`config.mk`:
```
export PLATFORM = sky130hd
export DESIGN_NAME = uart_rx
export DESIGN_NICKNAME = d
export VERILOG_FILES = /design/src/rtl/uart_pkg.sv /design/src/rtl/sync_2ff.sv /design/src/rtl/uart_rx.sv
export SDC_FILE = /design/constraint.sdc
export NUM_CORES = 1
export LEC_CHECK = 0
export BUFFER_PORTS_ARGS = -buffer_cell sky130_fd_sc_hd__buf_2
export CAP_MARGIN = 20
export CORE_UTILIZATION = 50
export DETAILED_ROUTE_END_ITERATION = 7
export PLACE_DENSITY_LB_ADDON = 0.3
export REMOVE_ABC_BUFFERS = 1
export SLEW_MARGIN = 10
export SYNTH_ARGS = -nofsm -noshare
export SYNTH_HDL_FRONTEND = slang
export SYNTH_SLANG_ARGS = --single-unit
```
`constraint.sdc`:
```
create_clock -name clk -period 1.6 [get_ports clk]
set_input_delay 0.08 -clock clk [delete_from_list [all_inputs] [get_ports clk]]
set_output_delay 0.08 -clock clk [all_outputs]
set_load 0.01 [all_outputs]
```
`src/rtl/uart_pkg.sv`:
```
// Shared UART definitions: FSM state encoding and default timing parameters,
// used by both the receiver and the transmitter.
package uart_pkg;

    typedef enum logic [1:0] {
        IDLE  = 2'd0,
        START = 2'd1,
        DATA  = 2'd2,
        STOP  = 2'd3
    } uart_state_t;

    localparam int unsigned OS_DEFAULT          = 4;
    localparam int unsigned SYNC_STAGES_DEFAULT = 2;

    // Odd parity over a full byte fails when the count of ones is even.
    function automatic logic odd_parity_fail(input logic [7:0] b);
        return ~^b;
    endfunction

endpackage

```
`src/rtl/sync_2ff.sv`:
```
// Multi-flop synchronizer for a single asynchronous input bit, with a
// configurable reset value so idle-high lines come out of reset idle.
module sync_2ff #(
    parameter int unsigned STAGES  = 2,
    parameter logic        RST_VAL = 1'b1
) (
    input  logic clk,
    input  logic rstn,
    input  logic d,
    output logic q
);

    logic [STAGES-1:0] ff;

    always_ff @(posedge clk or negedge rstn) begin
        if (!rstn) begin
            ff <= {STAGES{RST_VAL}};
        end else begin
            ff[0] <= d;
            for (int unsigned i = 1; i < STAGES; i++) begin
                ff[i] <= ff[i-1];
            end
        end
    end

    assign q = ff[STAGES-1];

endmodule

```
`src/rtl/uart_rx.sv`:
```
// Oversampling UART receiver: 8N1 or 7 data bits + odd parity, with framing
// error, overrun detection and a valid/ack handshake toward the consumer.
module uart_rx
    import uart_pkg::*;
#(
    parameter int unsigned OS          = OS_DEFAULT,
    parameter int unsigned SYNC_STAGES = SYNC_STAGES_DEFAULT
) (
    input  logic       clk,
    input  logic       rstn,
    input  logic       b_tick,
    input  logic       rx,
    input  logic       parity_check,
    input  logic       rx_ack,
    output logic [7:0] rx_data,
    output logic       rx_valid,
    output logic       rx_done,
    output logic       parity_err,
    output logic       frame_err,
    output logic       overrun
);

    localparam int unsigned CW = $clog2(OS);
    localparam logic [CW-1:0] HALF_LAST = CW'(OS/2 - 1);
    localparam logic [CW-1:0] BIT_LAST  = CW'(OS - 1);

    logic rxs;
    logic rxs_d;

    uart_state_t   state, state_n;
    logic [CW-1:0] cnt, cnt_n;
    logic [2:0]    bits, bits_n;
    logic [7:0]    shreg, shreg_n;
    logic          pc_lat, pc_n;
    logic          sample_stop;
    logic          done_pend;
    logic          stop_bit;

    sync_2ff #(
        .STAGES  (SYNC_STAGES),
        .RST_VAL (1'b1)
    ) u_sync (
        .clk  (clk),
        .rstn (rstn),
        .d    (rx),
        .q    (rxs)
    );

    always_comb begin
        state_n     = state;
        cnt_n       = cnt;
        bits_n      = bits;
        shreg_n     = shreg;
        pc_n        = pc_lat;
        sample_stop = 1'b0;
        case (state)
            IDLE: begin
                if (rxs_d && !rxs) begin
                    state_n = START;
                    cnt_n   = '0;
                    pc_n    = parity_check;
                end
            end
            START: begin
                if (b_tick) begin
                    if (cnt == HALF_LAST) begin
                        if (!rxs) begin
                            state_n = DATA;
                            cnt_n   = '0;
                            bits_n  = '0;
                        end else begin
                            state_n = IDLE;
                        end
                    end else begin
                        cnt_n = cnt + 1'b1;
                    end
                end
            end
            DATA: begin
                if (b_tick) begin
                    if (cnt == BIT_LAST) begin
                        shreg_n = {rxs, shreg[7:1]};
                        cnt_n   = '0;
                        if (bits == 3'd7) begin
                            state_n = STOP;
                        end else begin
                            bits_n = bits + 1'b1;
                        end
                    end else begin
                        cnt_n = cnt + 1'b1;
                    end
                end
            end
            STOP: begin
                // Leave at mid-stop so a start edge in its second half is caught.
                if (b_tick) begin
                    if (cnt == BIT_LAST) begin
                        sample_stop = 1'b1;
                        state_n     = IDLE;
                    end else begin
                        cnt_n = cnt + 1'b1;
                    end
                end
            end
            default: state_n = IDLE;
        endcase
    end

    always_ff @(posedge clk or negedge rstn) begin
        if (!rstn) begin
            state     <= IDLE;
            cnt       <= '0;
            bits      <= '0;
            shreg     <= '0;
            pc_lat    <= 1'b0;
            rxs_d     <= 1'b1;
            done_pend <= 1'b0;
            stop_bit  <= 1'b1;
        end else begin
            state     <= state_n;
            cnt       <= cnt_n;
            bits      <= bits_n;
            shreg     <= shreg_n;
            pc_lat    <= pc_n;
            rxs_d     <= rxs;
            done_pend <= sample_stop;
            if (sample_stop) begin
                stop_bit <= rxs;
            end
        end
    end

    // Completion lands one clk after the stop sample; shreg cannot change in between.
    always_ff @(posedge clk or negedge rstn) begin
        if (!rstn) begin
            rx_data    <= '0;
            rx_valid   <= 1'b0;
            rx_done    <= 1'b0;
            parity_err <= 1'b0;
            frame_err  <= 1'b0;
            overrun    <= 1'b0;
        end else begin
            rx_done <= done_pend;
            if (done_pend) begin
                rx_data    <= pc_lat ? {1'b0, shreg[6:0]} : shreg;
                parity_err <= pc_lat & odd_parity_fail(shreg);
                frame_err  <= ~stop_bit;
                rx_valid   <= 1'b1;
                if (rx_ack) begin
                    overrun <= 1'b0;
                end else if (rx_valid) begin
                    overrun <= 1'b1;
                end
            end else if (rx_ack) begin
                rx_valid <= 1'b0;
                overrun  <= 1'b0;
            end
        end
    end

endmodule

```
* Yosys cells after proc, flatten, opt, wreduce, memory -nomap -nowiden
Cells that the tools add are included.
** Word-level totals
- Output and inout port bits :: 13
- Bits in latches :: 0
- Memories kept :: 0
- ROM bits :: 0
- Bits in writable memories :: 0
- Logic and storage cells :: 85
- Input port bits :: 6
- Flip-flop bits (word level) :: 34
** Cells by class
- Reductions and logical operators :: 13
- Equality and inequality tests :: 18
- Shifts and indexed selects :: 0
- Bitwise logic cells :: 2
- Div/mod/pow operators :: 0
- $mul :: 0
- $lt $le $gt $ge :: 0
- Multiplexer cells :: 35
- Add/subtract/negate cells :: 2
** Operator list (number)
- $mux 2 :: 17
- $ne 2x2->1 const B :: 11
- $mux 3 :: 6
- $pmux 2 s4 :: 2
- $mux 1 :: 8
- $mux 8 :: 1
- $reduce_and 8->1 :: 1
- $reduce_xnor 8->1 :: 1
- $reduce_and 7->1 :: 1
- $eq 2x2->1 const B :: 3
- $pmux 3 s2 :: 1
- $reduce_and 6->1 :: 1
- $reduce_bool 2->1 :: 3
- $eq 2x1->1 const B :: 2
- $reduce_and 2->1 :: 2
- $add 3x1->3 const B :: 1
- $eq 3x3->1 const B :: 1
- $ne 3x3->1 const B :: 1
- $reduce_and 3->1 :: 1
- $add 2x1->2 const B :: 1
- $logic_not 2->1 :: 1
- $and 1x1->1 :: 1
- $logic_and 1x1->1 :: 1
- $logic_not 1->1 :: 1
- $not 1->1 :: 1

* Longest topological paths before layout
- Depth in word-level cells :: 5
- Mapped depth :: 6
- Depth with buffers taken out :: 6

* Cells and area by module
Synthesis repeated with hierarchy kept, for this count alone.
** Unflattened totals
- Cells, all modules :: 123
- Area total of the unflattened synthesis :: 1536.5 um^2
** Modules (own cells, without submodules)
- uart_rx :: cells an instance 121, area an instance 1483.9 um^2, sequential area each 803.3 um^2, instances 1
- sync_2ff :: cells an instance 2, area an instance 52.6 um^2, sequential area each 52.6 um^2, instances 1

* Worst setup path before layout
No wires, ideal clock.
- Kind :: register to register
- Start :: register cnt[1]
- End :: register bits[1]
- Path buffers :: 0
- Arrival :: 1.449 ns
- Cell stages (with the launch flop) :: 7
- Setup slack :: 0.011 ns
- Period minus slack after synthesis :: 1.589 ns
- Setup time :: 0.140 ns
- Data required time :: 1.460 ns
- Cells stage by stage :: dfrtp_1 > inv_1 > ha_1 > nor3b_1 > a32o_1 > a21boi_0 > o22ai_1
** On the way
- Longest elaborated chain between the ends :: 3
- Elaborated cells between the ends (all ways) :: 5
- Those cells by class :: 4 x eq/ne; 1 x reduce/logical
** Ends and longest elaborated chain
- start, declared :: RTL line uart_rx.sv:31 : logic [CW-1:0] cnt, cnt_n;
- start signal, assigned :: RTL line uart_rx.sv:121 : cnt <= cnt_n;
- $eq 2x2->1 / $eq 2x1->1 (equally long branches) :: RTL line uart_rx.sv:81, uart_rx.sv:66
- $ne 2x2->1 (no line)
- $reduce_and 7->1 (no line) (*)
- end signal, assigned :: RTL line uart_rx.sv:122 : bits <= bits_n;
- end, declared :: RTL line uart_rx.sv:32 : logic [2:0] bits, bits_n;
Mark *: on every way between the ends. The rest lies on a longest branch, timed or not.
A chain may end at the register's enable or synchronous reset.

* Final worst setup path
- Start :: register cnt[0]
- End :: register bits[2]
Same word-level chain as after synthesis.

==> metrics <==
Worst VDD drop=0.8068 mV; y dimension of the die=57.28 um; Ys Warns=0; number of optimization iterations in the first detailed-route pass=6; Global Route Usage Sum=19.20%; clock transition time at the flip-flop clock pins of the worst setup and hold paths=100 ps; CTS root buf=sky130_fd_sc_hd__clkbuf_4; Placement Cell Area=0.001700 mm2; largest driver fanout on the critical path=3; Gate Count Post-Synth=125; maxcap violations=0; floorplan row count=19; failing checks=DRC; vias in the first global route=1081; fin. max-slew vios=0; #FFs+latches synth=34; number of vias in the routed layout=1020; result of the run=finished, violations left; power spent charging and discharging nets=0.0008631 W; net switching fraction of the power=33.63%; initial core utilization=54.00%; clock group share of total power=19.8%; number of stages on the worst hold path=3; biggest area consumer among synthesized cells=sky130_fd_sc_hd__dfrtp_1; number of port buffers=18; highest routing layer actually used=met4; number of clock sinks=34; number of synthesized flops with an enable pin=0; average routed wire per standard cell=14.40 um; post-detailed-placement half-perimeter wirelength=1.911 mm; leading cell types by total area after synthesis=sky130_fd_sc_hd__dfrtp_1, sky130_fd_sc_hd__mux2_2, sky130_fd_sc_hd__dfstp_2, sky130_fd_sc_hd__ha_1, sky130_fd_sc_hd__xnor2_1; Horiz. Die Dim=57.28 um; Synth Flop Type=sky130_fd_sc_hd__dfrtp_1; TritonCTS clock tree=built; count of H-tree levels built during CTS=2; clock insertion delay at the later pin of the skew report=340 ps; Design Area, Final=0.001874 mm2; Largest stage delay, worst path=430 ps; Final GP Congestion=0.8501; Tmin final=1545 ps; top achievable clock speed=647.3 MHz; most instantiated library cell after synthesis=sky130_fd_sc_hd__dfrtp_1; routed wire length=2.751 mm; async set-reset flop share out of synthesis=100.0%; DR WL met2=1.439 mm; HP Class=primary input to flip-flop; CP endpoint kind=flip-flop; worst reg-to-reg path cell count=6; Setup Viol. Count Final=0; antenna diode count=0; area of the die=0.003280 mm2; wire length of the first global-routing pass=4.685 mm; final cycle utilization of the critical path=96.56%; core region area=0.002829 mm2; setup TNS=0 ps; fraction of power consumed by combinational cells=35.1%; Data arrival, critical path=1760 ps; maximum number of pins on one net before global-route repair=35; static leakage=0.9314 nW; synthesized area=0.001528 mm2; number of buffers added by the clock tree synthesis step=5; sequential group share of total power=45.1%; # DRC=6; count of distinct cell types in the synthesized netlist=28; final hold violations=0; final worst clock skew=14.99 ps; classification of the worst setup path=flip-flop to flip-flop; endpoint required time on the critical path=1820 ps; number of DRC violations after detailed-routing iteration 0=39; Post-Route Utilization=66.25%; share of the synthesized area in the top cell type=49.14%; relative max-transition margin=51.42%; sequential fraction of the synthesis area=56.02%; Critical Path Source Type=flip-flop; cell area power density=1369 mW/mm2; post-synthesis to final-layout area growth=22.69%; cell type of the slowest stage on the worst timing path=sky130_fd_sc_hd__dfrtp_1; num ports=19; detailed-route wire length on metal 1=1.177 mm; fraction of final layout cells sized beyond drive strength 1=43.13%; critical-path cell list=ha_2 > nor3b_2 > a32o_2 > buf_4 > a31oi_1 > o22ai_1; actual transition at the worst max-transition pin=728.7 ps; mean instance size in the synthesized netlist=12.22 um2; antenna-violating nets left=0; Bufs on Longest Clock Path=2; via density per instance=5.340; remaining global-route overflow=0; number of nets at the end of the flow=171; total length of routed met3 wires=103 um; Post-synth top cells=sky130_fd_sc_hd__dfrtp_1, sky130_fd_sc_hd__mux2_2, sky130_fd_sc_hd__inv_1, sky130_fd_sc_hd__nand2_1, sky130_fd_sc_hd__nor2_1; design internal power=0.001703 W; number of antenna violations at the first check in global routing=0
-- logic make-up after synthesis --
family / after synthesis / share of synthesized area, %
and+or+nand+nor: 25 / 8.108
xor gates and xnor gates: 7 / 4.013
DFF: 34 / 56.02
buffers and inverters: 13 / 3.275
adders and majority gates: 6 / 4.914
AOI/OAI and AO/OA: 19 / 8.437
muxes: 21 / 15.23
-- per-layer routing --
layer,vias up,track usage [%]
met5,-,0
met4,0,10.80
met3,2,5.215
met2,21,31.93
met1,499,22.52
li1,498,-
-- stage by stage --
step / hold WS (ps) / std cells / total power [W] / worst slack (ps)
after floorplan: -215.6 / 121 / 0.001646 / 10.26
after global placement: 174.0 / 178 / 0.001872 / 15.27
after detailed placement: 178.1 / 178 / 0.001936 / -111.1
after CTS: 88.53 / 190 / 0.002449 / 11.06
after global routing: 122.8 / 191 / 0.002737 / -0.8432
final: 118.0 / 191 / 0.002566 / 55.07
-- worst paths after layout --
| path | from | slack, ps | to |
|---|---|---|---|
| worst max-delay path | cnt[0] | 60 | bits[2] |
| worst min register to register | u_sync.ff[0] | 360 | u_sync.ff[1] |
| max in group asynchronous | rstn | 800 | frame_err |
| worst max register to register | cnt[0] | 60 | bits[2] |
| worst min-delay path | b_tick | 120 | done_pend |
| min in group asynchronous | rstn | 310 | rx_data[6] |
-- flip-flops by register name, indices dropped and copies added (netlist names), 2 cells and up, named ones only --
name,flops
u_sync.ff,2
bits,3
cnt,2
rx_data,8
shreg,8
-- critical path: cells and delay by family (launching register included) --
| kind | cells | cell delay, ps |
|---|---|---|
| AO/OA/AOI/OAI | 3 | 500 |
| flip-flops | 1 | 430 |
| adder cells (fa/ha/maj) | 1 | 210 |
| AND/OR/NAND/NOR | 1 | 160 |
| buffers and inverters | 1 | 150 |
-- timing repair --
| item | in CTS | in global routing |
|---|---|---|
| setup endpoints to repair | 3 | 3 |
| buffers inserted | 0 | 1 |
| endpoints found under the hold margin | 33 | 0 |
| pin swaps | 0 | 5 |
| hold buffers | 4 | 0 |
| gates resized for setup | 2 | 12 |
-- power by group through the flow --
stage	logic (W)	registers, W	clock network, W
CTS	0.000786	0.00115	0.000514
floorplan	0.000446	0.00120	0
global placement	0.000721	0.00115	0
global route	0.00101	0.00118	0.000550
finish	0.000900	0.00116	0.000509
detailed placement	0.000771	0.00117	0
-- layout make-up --
class,count,area [um2]
tap,31,38.79
clock buffer,6,51.30
fill,230,954.7
timing repair buffer,31,197.7
sequential,34,855.8
clock inverter,2,12.51
inverter,9,33.78
multi-input combinational,78,684.4
-- cell usage in the layout (no fill, tap or decap), drive strengths merged --
cell type | netlist | routed
xnor2 | 6 | 6
dfstp | 4 | 4
clkbuf | 3 | 6
nor2 | 8 | 8
nor3b | 1 | 1
a21o | 1 | 1
or4b | 1 | 1
nor2b | 2 | 2
dfrtp | 30 | 30
a21oi | 2 | 2
nand2 | 9 | 9
a22oi | 1 | 1
dlygate4sd3 | 0 | 4
mux2 | 18 | 18
buf | 1 | 27
nand3 | 1 | 1
o21ai | 2 | 2
clkinvlp | 0 | 1
a21boi | 1 | 1
clkinv | 0 | 1
nand2b | 2 | 2
o211ai | 1 | 1
nand4b | 1 | 1
a32o | 2 | 2
ha | 6 | 6
o22ai | 5 | 5
mux2i | 3 | 3
a22o | 1 | 1
inv | 9 | 9
a31oi | 3 | 3
xor2 | 1 | 1
Note: power is estimated with default switching activity, not from simulation.
